[src/rtl/rf_cmd_ctrl_if.sv]
// Bundle of frame-receive, register-file and transmit handshake signals
// between the command controller (master) and its peripherals (slave).
interface rf_cmd_ctrl_if #(
  parameter int data_width    = 8,
  parameter int address_width = 4
) ();

  logic [data_width-1:0]    RX_P_Data;
  logic                     RX_D_VLD;
  logic [data_width-1:0]    RdData;
  logic                     RdData_Valid;
  logic                     TX_Busy;
  logic                     WrEn;
  logic                     RdEn;
  logic [address_width-1:0] Address;
  logic [data_width-1:0]    WrData;
  logic [data_width-1:0]    TX_P_DATA;
  logic                     TX_D_VLD;

  modport master (
    input  RX_P_Data, RX_D_VLD, RdData, RdData_Valid, TX_Busy,
    output WrEn, RdEn, Address, WrData, TX_P_DATA, TX_D_VLD
  );

  modport slave (
    output RX_P_Data, RX_D_VLD, RdData, RdData_Valid, TX_Busy,
    input  WrEn, RdEn, Address, WrData, TX_P_DATA, TX_D_VLD
  );

endinterface

[src/rtl/rf_cmd_ctrl.sv]
// Byte-frame command decoder: turns WR/RD frames into register-file accesses
// and sends one reply byte (read data or an error code) per read frame.
module rf_cmd_ctrl #(
  parameter int                    data_width    = 8,
  parameter int                    address_width = 4,
  parameter logic [data_width-1:0] WR_CMD        = 8'hAA,
  parameter logic [data_width-1:0] RD_CMD        = 8'hBB,
  parameter int                    RD_TIMEOUT    = 4,
  parameter logic [data_width-1:0] ERR_CODE      = 8'hEE
) (
  input  logic          clk,
  input  logic          rst,
  rf_cmd_ctrl_if.master bus
);

  localparam int cnt_width = (RD_TIMEOUT < 1) ? 1 : $clog2(RD_TIMEOUT + 1);
  localparam logic [cnt_width-1:0] timeout_val = cnt_width'(RD_TIMEOUT);

  typedef enum logic [2:0] {
    IDLE,
    WR_ADDR,
    WR_DATA,
    WR_EXEC,
    RD_ADDR,
    RD_EXEC,
    RD_WAIT,
    TX_SEND
  } state_t;

  state_t                   state;
  logic                     wr_en;
  logic                     rd_en;
  logic                     tx_vld;
  logic [address_width-1:0] address;
  logic [data_width-1:0]    wr_data;
  logic [data_width-1:0]    tx_data;
  logic [data_width-1:0]    reply;
  logic [cnt_width-1:0]     cnt;
  logic [cnt_width-1:0]     cnt_next;

  assign cnt_next = cnt + 1'b1;

  // NOTE: every output is a flop set on the edge that enters its state, so a
  // strobe is high exactly while the FSM sits in the corresponding state.
  always_ff @(posedge clk) begin
    if (rst) begin
      state   <= IDLE;
      wr_en   <= 1'b0;
      rd_en   <= 1'b0;
      tx_vld  <= 1'b0;
      address <= '0;
      wr_data <= '0;
      tx_data <= '0;
      reply   <= '0;
      cnt     <= '0;
    end else begin
      wr_en  <= 1'b0;
      rd_en  <= 1'b0;
      tx_vld <= 1'b0;

      case (state)
        IDLE: begin
          if (bus.RX_D_VLD) begin
            if (bus.RX_P_Data == WR_CMD) begin
              state <= WR_ADDR;
            end else if (bus.RX_P_Data == RD_CMD) begin
              state <= RD_ADDR;
            end
          end
        end

        WR_ADDR: begin
          if (bus.RX_D_VLD) begin
            address <= bus.RX_P_Data[address_width-1:0];
            state   <= WR_DATA;
          end
        end

        WR_DATA: begin
          if (bus.RX_D_VLD) begin
            wr_data <= bus.RX_P_Data;
            wr_en   <= 1'b1;
            state   <= WR_EXEC;
          end
        end

        WR_EXEC: begin
          state <= IDLE;
        end

        RD_ADDR: begin
          if (bus.RX_D_VLD) begin
            address <= bus.RX_P_Data[address_width-1:0];
            rd_en   <= 1'b1;
            state   <= RD_EXEC;
          end
        end

        RD_EXEC: begin
          cnt   <= '0;
          state <= RD_WAIT;
        end

        // Read data wins over a timeout landing on the same cycle.
        RD_WAIT: begin
          if (bus.RdData_Valid) begin
            reply <= bus.RdData;
            state <= TX_SEND;
          end else begin
            cnt <= cnt_next;
            if (cnt_next == timeout_val) begin
              reply <= ERR_CODE;
              state <= TX_SEND;
            end
          end
        end

        TX_SEND: begin
          if (!bus.TX_Busy) begin
            tx_data <= reply;
            tx_vld  <= 1'b1;
            state   <= IDLE;
          end
        end

        default: state <= IDLE;
      endcase
    end
  end

  assign bus.WrEn      = wr_en;
  assign bus.RdEn      = rd_en;
  assign bus.Address   = address;
  assign bus.WrData    = wr_data;
  assign bus.TX_P_DATA = tx_data;
  assign bus.TX_D_VLD  = tx_vld;

endmodule

[src/flat_wrapper.sv]
// flat-port wrapper written by rule: the top's interface ports become plain ports
module rf_cmd_ctrl_flat 
#(
  parameter int                    data_width    = 8,
  parameter int                    address_width = 4,
  parameter logic [data_width-1:0] WR_CMD        = 8'hAA,
  parameter logic [data_width-1:0] RD_CMD        = 8'hBB,
  parameter int                    RD_TIMEOUT    = 4,
  parameter logic [data_width-1:0] ERR_CODE      = 8'hEE
)
  (clk, rst, bus_RX_P_Data, bus_RX_D_VLD, bus_RdData, bus_RdData_Valid, bus_TX_Busy, bus_WrEn, bus_RdEn, bus_Address, bus_WrData, bus_TX_P_DATA, bus_TX_D_VLD);
  rf_cmd_ctrl_if #(.data_width(data_width), .address_width(address_width)) bus_i ();
  input  logic clk;
  input  logic rst;
  input wire logic [$bits(bus_i.RX_P_Data)-1:0] bus_RX_P_Data;
  input wire logic [$bits(bus_i.RX_D_VLD)-1:0] bus_RX_D_VLD;
  input wire logic [$bits(bus_i.RdData)-1:0] bus_RdData;
  input wire logic [$bits(bus_i.RdData_Valid)-1:0] bus_RdData_Valid;
  input wire logic [$bits(bus_i.TX_Busy)-1:0] bus_TX_Busy;
  output wire logic [$bits(bus_i.WrEn)-1:0] bus_WrEn;
  output wire logic [$bits(bus_i.RdEn)-1:0] bus_RdEn;
  output wire logic [$bits(bus_i.Address)-1:0] bus_Address;
  output wire logic [$bits(bus_i.WrData)-1:0] bus_WrData;
  output wire logic [$bits(bus_i.TX_P_DATA)-1:0] bus_TX_P_DATA;
  output wire logic [$bits(bus_i.TX_D_VLD)-1:0] bus_TX_D_VLD;
  assign bus_i.RX_P_Data = bus_RX_P_Data;
  assign bus_i.RX_D_VLD = bus_RX_D_VLD;
  assign bus_i.RdData = bus_RdData;
  assign bus_i.RdData_Valid = bus_RdData_Valid;
  assign bus_i.TX_Busy = bus_TX_Busy;
  assign bus_WrEn = bus_i.WrEn;
  assign bus_RdEn = bus_i.RdEn;
  assign bus_Address = bus_i.Address;
  assign bus_WrData = bus_i.WrData;
  assign bus_TX_P_DATA = bus_i.TX_P_DATA;
  assign bus_TX_D_VLD = bus_i.TX_D_VLD;
  rf_cmd_ctrl #(.data_width(data_width), .address_width(address_width), .WR_CMD(WR_CMD), .RD_CMD(RD_CMD), .RD_TIMEOUT(RD_TIMEOUT), .ERR_CODE(ERR_CODE)) u_core (.clk(clk), .rst(rst), .bus(bus_i));
endmodule
[config.mk]
export PLATFORM = sky130hd
export DESIGN_NAME = rf_cmd_ctrl_flat
export DESIGN_NICKNAME = d
export VERILOG_FILES = /design/src/rtl/rf_cmd_ctrl_if.sv /design/src/rtl/rf_cmd_ctrl.sv /design/src/flat_wrapper.sv
export SDC_FILE = /design/constraint.sdc
export NUM_CORES = 1
export LEC_CHECK = 0
export ABC_AREA = 1
export CORE_ASPECT_RATIO = 2
export CORE_MARGIN = 3
export CORE_UTILIZATION = 50
export DETAILED_ROUTE_END_ITERATION = 6
export GPL_TIMING_DRIVEN = 0
export PLACE_DENSITY = 0.86
export SLEW_MARGIN = 10
export SYNTH_ARGS = -nofsm -noshare
export SYNTH_HDL_FRONTEND = slang
export SYNTH_SLANG_ARGS = --single-unit
[constraint.sdc]
create_clock -name clk -period 3.8 [get_ports clk]
set_input_delay 0.76 -clock clk [delete_from_list [all_inputs] [get_ports clk]]
set_output_delay 0.76 -clock clk [all_outputs]
set_load 0.01 [all_outputs]
# After elaboration in Yosys (flattened, before gate mapping)
# Cells that the tools add are included.
# totals
regBits,37
output_inout_bits,23
elab_cells,61
# classes
n_addsub,1
n_eq_ne,18
n_mux,16
bitwise,4
n_reduce_logical,13
# ops
cell,count
3-bit 2-to-1 mux,10
3-bit one-hot mux with 8 select lines,1
"8-bit equality test, second input constant",2
8-bit 2-to-1 mux,2
"3-bit equality test, second input constant",5
"2-bit inequality test, second input constant",6
2-bit AND reduction,5
2-bit OR reduction,4
7-bit AND reduction,1
"3-bit by 2-bit equality test with 1-bit output, second input constant",2
3-bit one-hot mux with 2 select lines,1
1-bit inverter,4
2-bit nonzero test,2
"3-bit by 1-bit adder with 3-bit output, second input constant",1
"3-bit by 1-bit equality test with 1-bit output, second input constant",1
3-bit logical NOT,1
"3-bit by 1-bit inequality test with 1-bit output, second input constant",1
"3-bit by 2-bit inequality test with 1-bit output, second input constant",1
1-bit 2-to-1 mux,2

# Depth between registers and ports, before layout
# logic_depth
word_depth,5
ltp_mapped,11
depth_no_buf,11

# Worst setup path after synthesis
# OpenSTA, ideal clock, no wires.
# synth_timing
path_kind,in2reg
startpoint,in bus_RX_P_Data[2]
endpoint,reg u_core.state[0]
setup_ns,0.125
arrival_time_ns,1.388
required_ns,3.675
path_slack_ns,2.287
stages,8
n_path_buf,0
cell_sequence,inv_1 nand2_1 nor2_1 nand2_1 nand3_1 nand3_1 nand2_1 nor2_2
# synth_via
elab_chain_len,4
word_cells_on_any_way,7
cone_classes,3 x eq/ne; 3 x mux; 1 x reduce/logical
# synth_rtl
item,line,source
from (decl),flat_wrapper.sv:15,input wire logic [$bits(bus_i.RX_P_Data)-1:0] bus_RX_P_Data;
8-bit equality test,rf_cmd_ctrl.sv:64,if (bus.RX_P_Data == WR_CMD) begin
3-bit 2-to-1 mux,rf_cmd_ctrl.sv:64,
3-bit 2-to-1 mux,rf_cmd_ctrl.sv:63,if (bus.RX_D_VLD) begin
3-bit one-hot mux with 8 select lines,rf_cmd_ctrl.sv:61,case (state)
to (signal assigned),rf_cmd_ctrl.sv:65,state <= WR_ADDR;
to (signal assigned),rf_cmd_ctrl.sv:67,state <= RD_ADDR;
to (signal assigned),rf_cmd_ctrl.sv:75,state <= WR_DATA;
to (decl),rf_cmd_ctrl.sv:30,state_t state;
# Parallel ways exist; a longest one is shown, timed or not. The select of a mux whose other input is x is not followed.
# A chain may end at the register's enable or synchronous reset.

# Final worst setup path
# layout_timing
startpoint,in bus_RdData_Valid
endpoint,reg u_core.reply[0]
# layout_via
elab_chain_len,2
word_cells_on_any_way,3
cone_classes,1 x mux; 2 x reduce/logical
# layout_rtl
item,line,source
from (decl),flat_wrapper.sv:18,input wire logic [$bits(bus_i.RdData_Valid)-1:0] bus_RdData_Valid;
2-bit nonzero test (no source line),--,
2-bit AND reduction (no source line),--,
to (signal assigned),rf_cmd_ctrl.sv:107,reply <= bus.RdData;
to (decl),rf_cmd_ctrl.sv:37,logic [data_width-1:0] reply;
# Parallel ways exist; a longest one is shown, timed or not.

==> results.tsv <==
metric	value	unit
status	finished, final reports clean	
area leader, netlist	dfxtp_1	
ant diodes	0	
Worst Hold Depth	2	
Yosys cell types	22	
vias in the first global route	1528	
mux contribution to synthesized area	0	
area share of the largest cell type after synthesis	0.4744	
DRT iter0 DRCs	20	
most frequent cell after synthesis	nor2_1	
DRT antenna net count	0	
Slew Viols, Final	0	
Max-slew headroom	0.6145	
Congestion Overflow GR	0	
layout cell share with drive strength beyond 1	0.1031	
top cell family by delay on the critical path	buffers and inverters	
largest net degree at the start of global routing	12	
WP data arrival	2100	ps
Crit path depth	6	
CTS H-tree lvls	2	
Fin Setup TNS	0	ps
worst r2r path cells	8	
Seq cells post-synth	37	
placed wire-length estimate	2727	um
worst-case clock skew	6.411	ps
ys async rst share	0	
nets	285	
crit path kind	in -> reg	
routed wire length	3516	um
Post-synth EDFFs	0	
simple-gate area share of the yosys netlist	0.2885	
Final Hold Viols	0	
clock root buffer	clkbuf_8	
crit path cell chain	clkdlybuf4s50_1 > inv_1 > a21oi_1 > inv_1 > nand2_1 > a21oi_1	
cts repair resizes	0	
CTS tree	built	
slowest stage delay, CP	490	ps
final setup fails	0	
Via density	5.106	
VDD IR max	0.3405	mV
Leakage	0.8838	nW
Post-Syn Nets	235	
worst hold path class	reg -> reg	
Commonest cells post-synth	nor2_1, dfxtp_1, nand2_1	
Worst Tran Pin Value	578.3	ps
initial antenna violation count	0	
Mean Syn Cell Area	7.366	um2
RSZ-0062 raised after global routing	no	
MaxCap Viol Count	0	
Post-route DRC	0	
Max Fclk	0.5128	GHz
Max clock buf depth	2	
Rows	28	
# port buffers	43	
register area share after synthesis	0.4744	
largest family of logic cells by synthesized area	simple AND/OR/NAND/NOR gates	
Area Growth Syn to Fin	35.74	%
first-pass GRT wire length	6189	um
hold_ws	460.1	ps
Die Y	85.03	um
Crit Path Max Fanout	7	
Synthesis Warnings	0	
slowest CP cell	clkdlybuf4s50_1	
Final Util	0.7118	
Final Critical Period	1950	ps
PD cells	479.7	mW/mm2
WL/cell	12.04	um
Die Wd	45.52	um
Tot Pwr	0.001017	W
Tot GR Track Use	0.2154	
Post-Synth Adder-Cell Area	0.01603	
Pre-antenna DRT Iters	4	
GPL Wtd Cong	0.8041	
Worst EP required	3950	ps
core area	0.002978	mm2
initial core utilization	0.5244	
ranking of synthesized cells by area	dfxtp_1, nor2_1, o21ai_0, nand2_1, a21oi_1	
critical path launch point type	input pin	
Mapped Cells	212	
CP endpoint kind	register	
Worst Path Buf+Inv	3	
Worst-Skew Late Latency	290	ps
final worst-path cycle share	0.5132	
Setup Fix Bufs, Post-CTS	0	
CTS Hold Buffers Added	0	
Synth Cell Area	0.001561	mm2
top_reg_cell synth	dfxtp_1	
I/O pins	44	
Post-Synth XOR/XNOR Area	0	
CTS Buf Count	5	
CTS Sinks	37	
clk slew on worst S/H paths	70	ps
vias post-DR	1491	
full die area	0.003870	mm2
post-synthesis compound-gate area fraction	0.1514	
-- flip-flops by register name, summed over array words and instances (netlist names) --
signal                cells
u_core.bus.Address        4
u_core.bus.RdEn           1
u_core.bus.TX_D_VLD       1
u_core.bus.TX_P_DATA      8
u_core.bus.WrData         8
u_core.bus.WrEn           1
u_core.cnt                3
u_core.reply              8
u_core.state              3
-- layout by cell type, fill, tap and decap left out, types with 5 or more instances in the layout --
cell             count
dfxtp_1             37
clkbuf_8             6
inv_2                5
inv_1               16
nor2_1              50
o21ai_0             25
clkdlybuf4s50_1     43
a21oi_1             14
nand3_1              7
nand2_1             33
nand2_2              6
-- through the flow --
step           instances  worst slack (ps)  area [um2]
2_1_floorplan        212              2287        1562
3_3_place_gp         285              1593        2029
3_5_place_dp         285              1542        2029
4_1_cts              292              1844        2120
5_1_grt              292              1749        2120
6_report             292              1850        2120
-- area by class of cell --
class	instances	area, um2
clock inverter	1	7.507
clock buffer	6	82.58
fill	252	858.3
timing repair buffer	43	430.4
tap	30	37.54
buffer	5	30.03
inverter	21	78.83
sequential	37	740.7
multi-input combinational	149	711.9
-- per-layer routing --
layer | vias to the layer above | GRT usage | wire [um]
li1 | 776 | - | -
met1 | 655 | 0.2011 | 1224
met2 | 46 | 0.3771 | 1967
met3 | 14 | 0.06157 | 178
met4 | 0 | 0.1360 | 146
met5 | - | 0 | 0
-- final timing paths --
check / start / to / slack [ps]
setup / recovery: bus_RdData_Valid / u_core.reply[0]$_SDFFE_PP0P_ / 1850
hold / removal: u_core.bus.Address[1]$_SDFFE_PP0P_ / u_core.bus.Address[1]$_SDFFE_PP0P_ / 460
setup reg to reg: u_core.cnt[0]$_SDFFE_PP0P_ / u_core.reply[0]$_SDFFE_PP0P_ / 2100
hold reg to reg: u_core.bus.Address[1]$_SDFFE_PP0P_ / u_core.bus.Address[1]$_SDFFE_PP0P_ / 460
-- power breakdown --
part	internal [W]	total [W]	switching (W)	leakage [nW]
clock	0.000143	0.000277	0.000134	0.0433
sequential	0.000424	0.000451	0.0000266	0.299
combinational	0.000130	0.000289	0.000160	0.541
-- worst min-delay path, cell delays in order, from the launching register on --
cell and delay [ps]:
dfxtp_1 310, nand2_1 60, a21oi_1 50
-- logic make-up (layout without fill, tap and decap cells) --
group,after synthesis,in the layout
DFF,37,37
buffers and inverters,26,76
AOI/OAI and AO/OA,43,43
and+or+nand+nor,104,104
adders and majority gates,2,2
Power figures use the tool's default switching activity.
